--- config.mk ---
export PLATFORM = sky130hd
export DESIGN_NAME = conway_sequencer
export DESIGN_NICKNAME = d
export VERILOG_FILES = /design/src/rtl/conway_sequencer.sv
export SDC_FILE = /design/constraint.sdc
export NUM_CORES = 1
export LEC_CHECK = 0
export BUFFER_PORTS_ARGS = -buffer_cell sky130_fd_sc_hd__buf_2
export CAP_MARGIN = 20
export CORE_MARGIN = 3
export CORE_UTILIZATION = 50
export DETAILED_ROUTE_END_ITERATION = 8
export PLACE_DENSITY = 0.7
export SETUP_SLACK_MARGIN = 0.05
export SLEW_MARGIN = 10
export SYNTH_ARGS = -nofsm -noshare
export SYNTH_HDL_FRONTEND = slang
export SYNTH_SLANG_ARGS = --single-unit
--- constraint.sdc ---
create_clock -name clk -period 4.16 [get_ports clk]
set_input_delay 0 -clock clk [delete_from_list [all_inputs] [get_ports clk]]
set_output_delay 0 -clock clk [all_outputs]
set_load 0.05 [all_outputs]
--- src/rtl/conway_sequencer.sv ---
// conway_sequencer: run/stop/step/load generation controller driving the board-wide cell_rst and cell_ena strobes
module conway_sequencer #(
  parameter int PERIOD_W    = 24,
  parameter int GEN_W       = 16,
  parameter int LOAD_CYCLES = 2
) (
  input  logic                clk,
  input  logic                rst,
  input  logic                cmd_load,
  input  logic                cmd_run,
  input  logic                cmd_stop,
  input  logic                cmd_step,
  input  logic [PERIOD_W-1:0] period,
  input  logic [GEN_W-1:0]    gen_limit,
  input  logic                board_changed,
  output logic                cell_rst,
  output logic                cell_ena,
  output logic [GEN_W-1:0]    generation,
  output logic [2:0]          fsm_state,
  output logic                running,
  output logic                done,
  output logic                stable
);
  localparam int LW = $clog2(LOAD_CYCLES + 1);
  typedef enum logic [2:0] {IDLE = 3'd0, LOAD = 3'd1, RUN = 3'd2, STEP = 3'd3, HALT = 3'd4} state_t;
  state_t              state;
  logic [PERIOD_W-1:0] presc;
  logic [LW-1:0]       load_cnt;
  logic [PERIOD_W-1:0] eff_m1;
  logic [GEN_W-1:0]    gen_inc;
  logic                limit_hit;
  logic                go_load;
  assign eff_m1    = (period == '0) ? '0 : period - 1'b1;
  assign gen_inc   = &generation ? generation : generation + 1'b1;
  assign limit_hit = (gen_limit != '0) && (generation == gen_limit);
  assign go_load   = cmd_load && (state == IDLE || state == RUN || state == HALT);
  assign fsm_state = state;
  assign running   = (state == RUN);
  always_ff @(posedge clk or negedge rst) begin
    if (!rst) begin
      state      <= IDLE;
      presc      <= '0;
      load_cnt   <= '0;
      cell_rst   <= 1'b0;
      cell_ena   <= 1'b0;
      generation <= '0;
      done       <= 1'b0;
      stable     <= 1'b0;
    end else begin
      cell_ena <= 1'b0;
      if (go_load) begin
        state      <= LOAD;
        cell_rst   <= 1'b1;
        load_cnt   <= LW'(LOAD_CYCLES - 1);
        generation <= '0;
        done       <= 1'b0;
        stable     <= 1'b0;
      end else begin
        case (state)
          IDLE: begin
            if (!cmd_stop && cmd_step) begin
              state      <= STEP;
              cell_ena   <= 1'b1;
              generation <= gen_inc;
            end else if (!cmd_stop && cmd_run) begin
              state <= RUN;
              presc <= '0;
            end
          end
          LOAD: begin
            if (load_cnt == '0) begin
              state    <= IDLE;
              cell_rst <= 1'b0;
            end else begin
              load_cnt <= load_cnt - 1'b1;
            end
          end
          STEP: state <= IDLE;
          RUN: begin
            if (cmd_stop) begin
              state <= IDLE;
              presc <= '0;
            end else if (cell_ena && limit_hit) begin
              // limit is judged on the strobe just issued, so the halt follows it
              state <= HALT;
              done  <= 1'b1;
            end else if (presc >= eff_m1) begin
              if (!board_changed) begin
                state  <= HALT;
                stable <= 1'b1;
              end else begin
                cell_ena   <= 1'b1;
                generation <= gen_inc;
                presc      <= '0;
              end
            end else begin
              presc <= presc + 1'b1;
            end
          end
          HALT: begin
            if (cmd_stop) begin
              state  <= IDLE;
              done   <= 1'b0;
              stable <= 1'b0;
            end
          end
          default: state <= IDLE;
        endcase
      end
    end
  end
endmodule

==> results of run 1 <==
==> power by group through the flow <==
stage	clock network [uW]	registers (uW)	logic (uW)
finish	357	595	495
global route	386	605	553
CTS	369	593	497
detailed placement	0	603	493
global placement	0	600	480
floorplan	0	689	259
==> through the flow <==
stage / setup WS [ns] / cell area (sq um)
global route: 0.0501 / 4770
global placement: -0.0460 / 4600
floorplan: 0.177 / 4070
CTS: 0.160 / 4750
finish: 0.252 / 4770
detailed placement: -0.172 / 4600
==> logic make-up (layout without fill, tap and decap cells) <==
logic type,count (synthesis),in the layout,share of synthesized area
xor+xnor,62,62,0.133
flops,49,49,0.301
fa+ha+maj,29,29,0.0891
mux,5,5,0.0123
simple gates,230,230,0.288
buf+inv,32,114,0.0372
compound gates,80,80,0.139
==> metal layers <==
metal  track usage  part of all wire  vias up
met3        0.0274             0.045        8
met1         0.279              0.46     1776
li1              -                 -     1900
met4        0.0569             0.010        0
met5             0                 0        -
met2         0.384              0.49       94
==> repair_timing <==
action / in CTS / in global routing
hold buffers: 3 / 0
hold endpoints to repair: 52 / 0
resized for setup: 0 / 4
endpoints found under the setup margin: 0 / 9
==> layout make-up <==
class / instances / area share
clock buffers: 7 / 0.0181
inverters: 15 / 0.0118
repair buffers: 91 / 0.111
well taps: 102 / 0.0268
flip-flops and latches: 49 / 0.257
multi-input cells: 406 / 0.569
clock inverters: 1 / 0.00629
==> state kept, by name (all words and copies together), names as in the netlist <==
name / cells
cell_ena: 1
presc: 24
cell_rst: 1
done: 1
fsm_state: 3
generation: 16
load_cnt: 2
stable: 1
==> how the worst max path moves through the flow <==
stage	start	endpoint	slack, ns	cells after the start
2_1_floorplan	period[15]	generation[13]$_DFFE_PN0P_	0.18	15
3_3_place_gp	period[15]	generation[9]$_DFFE_PN0P_	-0.05	15
3_5_place_dp	period[15]	generation[13]$_DFFE_PN0P_	-0.17	15
4_1_cts	period[15]	generation[13]$_DFFE_PN0P_	0.16	15
5_1_grt	period[15]	generation[9]$_DFFE_PN0P_	0.05	15
6_report	period[15]	generation[13]$_DFFE_PN0P_	0.25	15
==> worst reg2reg max path, delay by kind of cell (launching register included) <==
kind             cells  cell delay [ns]
flip-flops           1             0.55
XOR/XNOR             1             0.18
AO/OA/AOI/OAI        3             1.18
AND/OR/NAND/NOR      4             0.96
==> cell usage in the layout (no fill, tap or decap), types with 12 or more instances in the layout <==
cell type,netlist,final
a21oi_1,30,30
o21ai_0,20,19
xnor2_1,15,15
ha_1,29,29
nand3_1,16,16
inv_1,15,15
xor2_1,47,47
nor4_1,12,12
buf_2,4,70
buf_4,0,17
nor2_1,57,57
nand2_1,61,61
dfrtp_1,49,49
nand4_1,22,22
==> impl_metrics.tcl, run 1 <==
set metrics [dict create \
    totalWireLength_mm 9.86 \
    die_h_um 96.2 \
    wire_per_inst_um 14.7 \
    cts-root-buf "clkbuf_8" \
    synth_most_common_cell "nand2_1" \
    layout-drive-gt1-share 0.207 \
    num_vias 3778 \
    ys_seq_area_frac 0.301 \
    swShare 0.390 \
    ir_drop_v 0.000388 \
    seqPwrFrac 0.411 \
    finalPower_uw 1450 \
    worstSetupPathType "in -> reg" \
    place_hpwl_mm 7.59 \
    insertedDiodeCount 0 \
    clockPowerShare 0.247 \
    final_nets 644 \
    die_w_um 96.2 \
    syn_area_sq_mm 0.00407 \
    grt_max_degree 50 \
    final_antenna_net_count 0 \
    track_usage 0.217 \
    drtPass1Iterations 4 \
    p_switching_uw 565 \
    vias_per_cell 5.63 \
    finalNonFillerCells 671 \
    syn_avg_cell_area_sq_um 8.36 \
    routabilityCongestion 0.885 \
    r2r-end "generation[13]$_DFFE_PN0P_" \
    yosys_warnings 0 \
    io_buffers 70 \
    period_minus_slack_ns 3.91 \
    synth_seq_cells 49 \
    ys_types 58 \
    rows 32 \
    status "finished clean" \
    regArea_sq_mm 0.00123 \
    slowest_delay_ns 0.57 \
    drv_cap 0 \
    n_fill_cell 700 \
    antenna_found_initial 0 \
    hold_ws_ns 0.0815 \
    die-area_sq_mm 0.00926 \
    hold_depth 3 \
    finalSetupTns_ns 0 \
    ys_top_cells_by_area "dfrtp_1, xor2_1, ha_1, nand2_1, nor2_1" \
    startpoint_type "primary input" \
    regToRegStartpoint "fsm_state[1]$_DFFE_PN0P_" \
    drc 0 \
    drtIter0Drc 156 \
    path_cells "buf_2 -> or4_4 -> or3_4 -> or4_4 -> or3_1 -> nor3_1 -> a21oi_1 -> ha_1 -> nand4_1 -> or4_4 -> a31oi_4 -> o211ai_4 -> a2111oi_4 -> xnor2_1 -> nor2_1" \
    endpoint_kind "flip-flop" \
    clkSinkCount 49 \
    power_frac_comb 0.342 \
    hold_end "cell_ena$_DFF_PN0_" \
    max_freq_ghz 0.256 \
    rrSetupSlack_ns 1.18 \
    fin_skew_ns 0.00996 \
    powerDensity_mw_per_mm2 303 \
    initial_core_util 0.521 \
    place_inst 660 \
    crit_arrival_ns 4.08 \
    cts_setup_buffers 0 \
    multi_input_area_sq_mm 0.00272 \
    grt-ovfl-total 0 \
    yosysTopAreaCell "dfrtp_1" \
    cts.path.max_buffers 2 \
    synth-main-ff-cell "dfrtp_1" \
    path_buf_inv 1 \
    final_hold_viol_count 0 \
    synth-edff-count 0 \
    grt_pass1_wl_mm 16.4 \
    p_int_uw 883 \
    power.leakage_uw 0.00231 \
    holdCritStartpoint "cmd_step" \
    r2r.worst_path.cells 8 \
    rsz0062_at_grt "no" \
    slew_violations 0 \
    clock_latency_ns 0.30 \
    h-tree-depth 2 \
    netlist.area_leader.share 0.301 \
    synth_cells 487 \
    cts_made_buffers 5 \
    crit_fanout 9 \
    syn_nets 563 \
    finalCritPeriodShare 0.939 \
    slew_headroom 0.287 \
    cp_slowest_cell "or4_4" \
    ios 71 \
    cp.required_ns 4.33 \
    timing.critical_path.mode_cell "or4_4" \
    ys_async_sr_fraction 1.00 \
    tightest_slew_ns 1.06 \
    syn2layout_area_growth_pct 17.2 \
    cts_tree "yes" \
    fin_util 0.611 \
    grt_pass1_vias 3670 \
    path_delay_family "simple AND/OR/NAND/NOR gates" \
    setup_viol 0 \
    clk_pin_slew_ns 0.09 \
    synthTopCellsByCount "nand2_1, nor2_1, dfrtp_1" \
    core_area_sq_mm 0.00781 \
    worstHoldPathType "in -> reg" \
]
Note: power is estimated with default switching activity, not from simulation.
==> inputs of run 2 (changes only) <==
--- a/config.mk
+++ b/config.mk
@@ -7,10 +7,12 @@
 export LEC_CHECK = 0
 export BUFFER_PORTS_ARGS = -buffer_cell sky130_fd_sc_hd__buf_2
 export CAP_MARGIN = 20
+export CELL_PAD_IN_SITES_DETAIL_PLACEMENT = 1
+export CELL_PAD_IN_SITES_GLOBAL_PLACEMENT = 1
 export CORE_MARGIN = 3
-export CORE_UTILIZATION = 50
+export CORE_UTILIZATION = 46
 export DETAILED_ROUTE_END_ITERATION = 8
-export PLACE_DENSITY = 0.7
+export PLACE_DENSITY = 0.85
 export SETUP_SLACK_MARGIN = 0.05
 export SLEW_MARGIN = 10
 export SYNTH_ARGS = -nofsm -noshare
==> run 2 against run 1 <==
Clock skew down 0.0017 ns; combinational power up 5.9%; die area rose by 8.2%; core utilization down 3.5 points; sequential power barely moved; final area up 1.7%; fmax fell by 3.9%; global-route usage increased by 2.5 points.
==> impl_metrics.tcl, run 2 (synthesized netlist as in run 1, its figures left out) <==
set metrics [dict create \
    drtPass1Iterations 4 \
    initial_core_util 0.483 \
    grt_pass1_wl_mm 19.8 \
    num_vias 3942 \
    crit_arrival_ns 4.24 \
    slew_headroom 0.557 \
    multi_input_area_sq_mm 0.00279 \
    hold_depth 2 \
    fin_util 0.576 \
    endpoint_kind "flip-flop" \
    fin_area_sq_mm 0.00485 \
    slew_violations 0 \
    h-tree-depth 2 \
    place_inst 665 \
    grt_pass1_vias 4041 \
    tightest_slew_ns 0.665 \
    final_nets 649 \
    cp.required_ns 4.34 \
    n_fill_cell 1052 \
    setup_viol 0 \
    grt_max_degree 50 \
    core_area_sq_mm 0.00842 \
    final_antenna_net_count 0 \
    finalCritPeriodShare 0.977 \
    final_hold_viol_count 0 \
    place_hpwl_mm 9.05 \
    regArea_sq_mm 0.00123 \
    cts-root-buf "clkbuf_8" \
    routabilityCongestion 0.818 \
    regMostFlops "presc" \
    place_area_sq_mm 0.00462 \
    r2r-end "generation[15]$_DFFE_PN0P_" \
    die-area_sq_mm 0.0100 \
    clk_pin_slew_ns 0.10 \
    clock_latency_ns 0.31 \
    rows 33 \
    largest_reg_flops 24 \
    wire_per_inst_um 18.0 \
    rrSetupSlack_ns 0.92 \
    fin_ws_ns 0.0954 \
    status "finished clean" \
    track_usage 0.242 \
    ir_drop_v 0.000287 \
    drv_cap 0 \
    totalWireLength_mm 12.2 \
    vias_per_cell 5.81 \
    cts.path.max_buffers 2 \
    crit_fanout 5 \
    hold_ws_ns 0.0370 \
    clkSinkCount 49 \
    hold_end "fsm_state[2]$_DFFE_PN0P_" \
    fin_skew_ns 0.00822 \
    layout_common_cells "buf_2, nand2_1, nor2_1" \
    layout_commonest_cell "buf_2" \
    die_w_um 100 \
    layout-drive-gt1-share 0.230 \
    worstHoldPathType "in -> reg" \
    insertedDiodeCount 0 \
    grt-ovfl-total 0 \
    powerDensity_mw_per_mm2 292 \
    place_ws_ns -0.240 \
    holdCritStartpoint "cmd_load" \
    startpoint_type "primary input" \
    cts_made_buffers 5 \
    syn2layout_area_growth_pct 19.1 \
    rsz0062_at_grt "yes" \
    max_freq_ghz 0.246 \
    io_buffers 70 \
    antenna_found_initial 0 \
    r2r.worst_path.cells 8 \
    power.leakage_uw 0.00233 \
    drtIter0Drc 111 \
    finalNonFillerCells 679 \
    cts_tree "yes" \
    drc 0 \
    regToRegStartpoint "fsm_state[1]$_DFFE_PN0P_" \
    period_minus_slack_ns 4.06 \
    die_h_um 100 \
    worstSetupPathType "in -> reg" \
    ios 71 \
]
==> run 2: changes by cell type in the layout (fill, tap and decap cells not counted), moves of 2 or more <==
cell,previous run,this run
a2111oi_4,2,4
a21oi_1,30,28
buf_4,17,22
a2111oi_2,2,0
a21oi_2,1,3
==> run 2: timing repair <==
action                                  4_1_cts  5_1_grt
gates resized for setup                       0       15
gates cloned                                  0        1
pin swaps                                     1        3
endpoints found under the hold margin        51        0
endpoints found under the setup margin        1       39
hold buffers                                  2        0
setup buffers                                 0        2
==> run 2: worst max-delay path, stage by stage <==
cell       delay, ns
buf_2           0.11
or4_4           0.53
or3_4           0.35
or4_4           0.46
or3_1           0.38
nor3_2          0.14
a21oi_1         0.07
ha_1            0.32
nand4_1         0.16
or4_4           0.57
a31oi_4         0.28
o211ai_4        0.18
a2111oi_4       0.43
xnor2_1         0.20
nor2_1          0.07
==> run 2: per-stage QoR <==
stage / TNS (ns) / power (uW)
floorplan: 0 / 948
global placement: -0.189 / 1090
detailed placement: -5.30 / 1120
CTS: 0 / 1420
global route: -1.15 / 1520
finish: 0 / 1420
==> run 2: per-layer routing <==
| metal | up-vias | part of all wire | global-route usage |
|---|---|---|---|
| li1 | 1908 | - | - |
| met3 | 16 | 0.032 | 0.0264 |
| met1 | 1936 | 0.43 | 0.302 |
| met2 | 82 | 0.52 | 0.450 |
| met4 | 0 | 0.014 | 0.0497 |
| met5 | - | 0 | 0 |
==> run 2: area by class of cell <==
| type | count | share of cell area |
|---|---|---|
| Inverter | 15 | 0.0116 |
| Timing Repair Buffer | 95 | 0.115 |
| Clock buffer | 5 | 0.0142 |
| Tap cell | 105 | 0.0271 |
| Sequential cell | 49 | 0.253 |
| Clock inverter | 3 | 0.00439 |
| Multi-Input combinational cell | 407 | 0.575 |
==> run 2: worst max path at each step <==
stage / start / slack [ns] / to
2_1_floorplan: period[15] / 0.18 / generation[13]$_DFFE_PN0P_
3_3_place_gp: period[15] / -0.06 / generation[15]$_DFFE_PN0P_
3_5_place_dp: period[15] / -0.24 / generation[15]$_DFFE_PN0P_
4_1_cts: period[15] / 0.05 / generation[15]$_DFFE_PN0P_
5_1_grt: period[15] / -0.12 / generation[9]$_DFFE_PN0P_
6_report: period[15] / 0.1 / generation[9]$_DFFE_PN0P_
==> run 2: power breakdown <==
part	leakage, uW	switching [uW]	internal (uW)
clock network	0.0000445	177	120
registers	0.000669	75.4	523
logic	0.00161	353	171
total	0.00233	605	813
==> inputs of run 3 (changes only) <==
--- a/config.mk
+++ b/config.mk
@@ -12,9 +12,11 @@
 export CORE_MARGIN = 3
 export CORE_UTILIZATION = 46
 export DETAILED_ROUTE_END_ITERATION = 8
+export GPL_TIMING_DRIVEN = 0
 export PLACE_DENSITY = 0.85
 export SETUP_SLACK_MARGIN = 0.05
 export SLEW_MARGIN = 10
 export SYNTH_ARGS = -nofsm -noshare
 export SYNTH_HDL_FRONTEND = slang
 export SYNTH_SLANG_ARGS = --single-unit
+export TNS_END_PERCENT = 10
==> run 3 against run 2 <==
Total power rose by 5.1%; die area stayed put; clock power is 23% higher; via count shrank 0.36%; critical endpoint is now generation[15]$_DFFE_PN0P_.
==> impl_metrics.tcl, run 3 (synthesized netlist as in run 1, its figures left out) <==
set metrics [dict create \
    rsz0062_at_grt "yes" \
    antenna_found_initial 0 \
    clk_pin_slew_ns 0.10 \
    drc 0 \
    initial_core_util 0.483 \
    power.leakage_uw 0.00233 \
    layout_commonest_cell "buf_2" \
    layout_common_cells "buf_2, nand2_1, nor2_1" \
    drtIter0Drc 122 \
    multi_input_area_sq_mm 0.00279 \
    clock_latency_ns 0.31 \
    powerDensity_mw_per_mm2 305 \
    track_usage 0.238 \
    place_hpwl_mm 9.33 \
    crit_arrival_ns 4.22 \
    totalWireLength_mm 12.2 \
    status "finished clean" \
    clkSinkCount 49 \
    grt-ovfl-total 0 \
    regArea_sq_mm 0.00123 \
    regMostFlops "presc" \
    tightest_slew_ns 0.699 \
    cp.required_ns 4.34 \
    slew_headroom 0.534 \
    cts.path.max_buffers 2 \
    ir_drop_v 0.000334 \
    period_minus_slack_ns 4.04 \
    max_freq_ghz 0.248 \
    endpoint_kind "flip-flop" \
    grt_max_degree 27 \
    setup_viol 0 \
    cts-root-buf "clkbuf_8" \
    layout-drive-gt1-share 0.224 \
    crit_fanout 5 \
    die_h_um 100 \
    largest_reg_flops 24 \
    final_nets 651 \
    drv_cap 0 \
    fin_skew_ns 0.00950 \
    drtPass1Iterations 4 \
    grt_pass1_wl_mm 19.7 \
    worstHoldPathType "in -> reg" \
    syn2layout_area_growth_pct 20.0 \
    cts_made_buffers 5 \
    fin_util 0.580 \
    finalSetupTns_ns 0 \
    die-area_sq_mm 0.0100 \
    final_hold_viol_count 0 \
    core_area_sq_mm 0.00842 \
    finalCritPeriodShare 0.970 \
    cts_tree "yes" \
    wire_per_inst_um 17.9 \
    insertedDiodeCount 0 \
    vias_per_cell 5.77 \
    slew_violations 0 \
    h-tree-depth 2 \
    ios 71 \
    routabilityCongestion 0.860 \
    grt_pass1_vias 4178 \
    final_antenna_net_count 0 \
    io_buffers 69 \
    startpoint_type "primary input" \
    num_vias 3928 \
    rows 33 \
    die_w_um 100 \
    n_fill_cell 1050 \
    hold_ws_ns 0.102 \
    worstSetupPathType "in -> reg" \
]
-- run 3: changes by cell type in the layout (fill, tap and decap cells not counted), sizes merged --
cell	before	now
buf	93	89
inv	16	15
bufinv	0	1
clkinv	1	0
o211ai	4	3
clkbuf	5	14
dlygate4sd3	2	1
-- run 3: power by group --
part / switching (uW) / total, uW / leakage, uW / internal (uW)
sequential: 59.0 / 582 / 0.000669 / 523
clock: 167 / 363 / 0.0000574 / 196
combinational: 371 / 545 / 0.00161 / 175
total: 597 / 1490 / 0.00233 / 893
-- run 3: cell type report --
type	instances	area share
Tap cell	105	0.0269
Timing Repair Buffer	81	0.0937
Clock buffer	6	0.0169
Sequential cell	49	0.251
Buffer	17	0.0207
Inverter	15	0.0115
Clock inverter	2	0.00768
Multi-Input combinational cell	406	0.572
-- run 3: path summary, 6_finish.rpt --
kind,startpoint,end,slack (ns),cells after the start
hold / removal,cmd_step,cell_ena$_DFF_PN0_,0.10,3
min in group asynchronous,rst,generation[0]$_DFFE_PN0P_,0.23,2
hold reg to reg,load_cnt[1]$_DFFE_PN0P_,load_cnt[1]$_DFFE_PN0P_,0.53,2
max in group asynchronous,rst,presc[21]$_DFFE_PN0P_,3.38,3
setup reg to reg,presc[16]$_DFFE_PN0P_,generation[15]$_DFFE_PN0P_,1.36,9
setup / recovery,period[15],generation[15]$_DFFE_PN0P_,0.12,16
-- run 3: repair_timing --
item,4_1_cts,5_1_grt
hold endpoints to repair,23,0
pin swaps,1,10
hold buffers,1,0
buffers inserted,1,7
endpoints found under the setup margin,26,37
cloned,0,2
gates resized for setup,4,21
-- run 3: metrics by stage --
step	area, sq um	std cells	power (uW)	worst slack, ns
after floorplan	4070	487	948	0.177
after global placement	4550	661	1090	-0.472
after detailed placement	4570	662	1120	-0.635
after CTS	4710	672	1490	0.0219
after global routing	4890	681	1590	-0.0249
final	4890	681	1490	0.123
-- run 3: worst max-delay path, stage by stage --
cell and delay [ns]:
buf_6 0.09, or4_4 0.53, or3_4 0.36, or4_4 0.46, or3_1 0.34, nor3_1 0.15
a21oi_1 0.07, ha_1 0.34, nand4_1 0.20, or4_4 0.47, a31oi_4 0.28, o211ai_4 0.14
buf_6 0.18, a2111oi_4 0.37, xnor2_1 0.17, nor2_1 0.06
-- run 3: routing by layer --
metal | part of all wire | vias to the layer above | GRT usage
met2 | 0.52 | 86 | 0.434
li1 | - | 1903 | -
met4 | 0.015 | 0 | 0.0736
met3 | 0.032 | 19 | 0.0264
met5 | 0 | - | 0
met1 | 0.43 | 1920 | 0.295
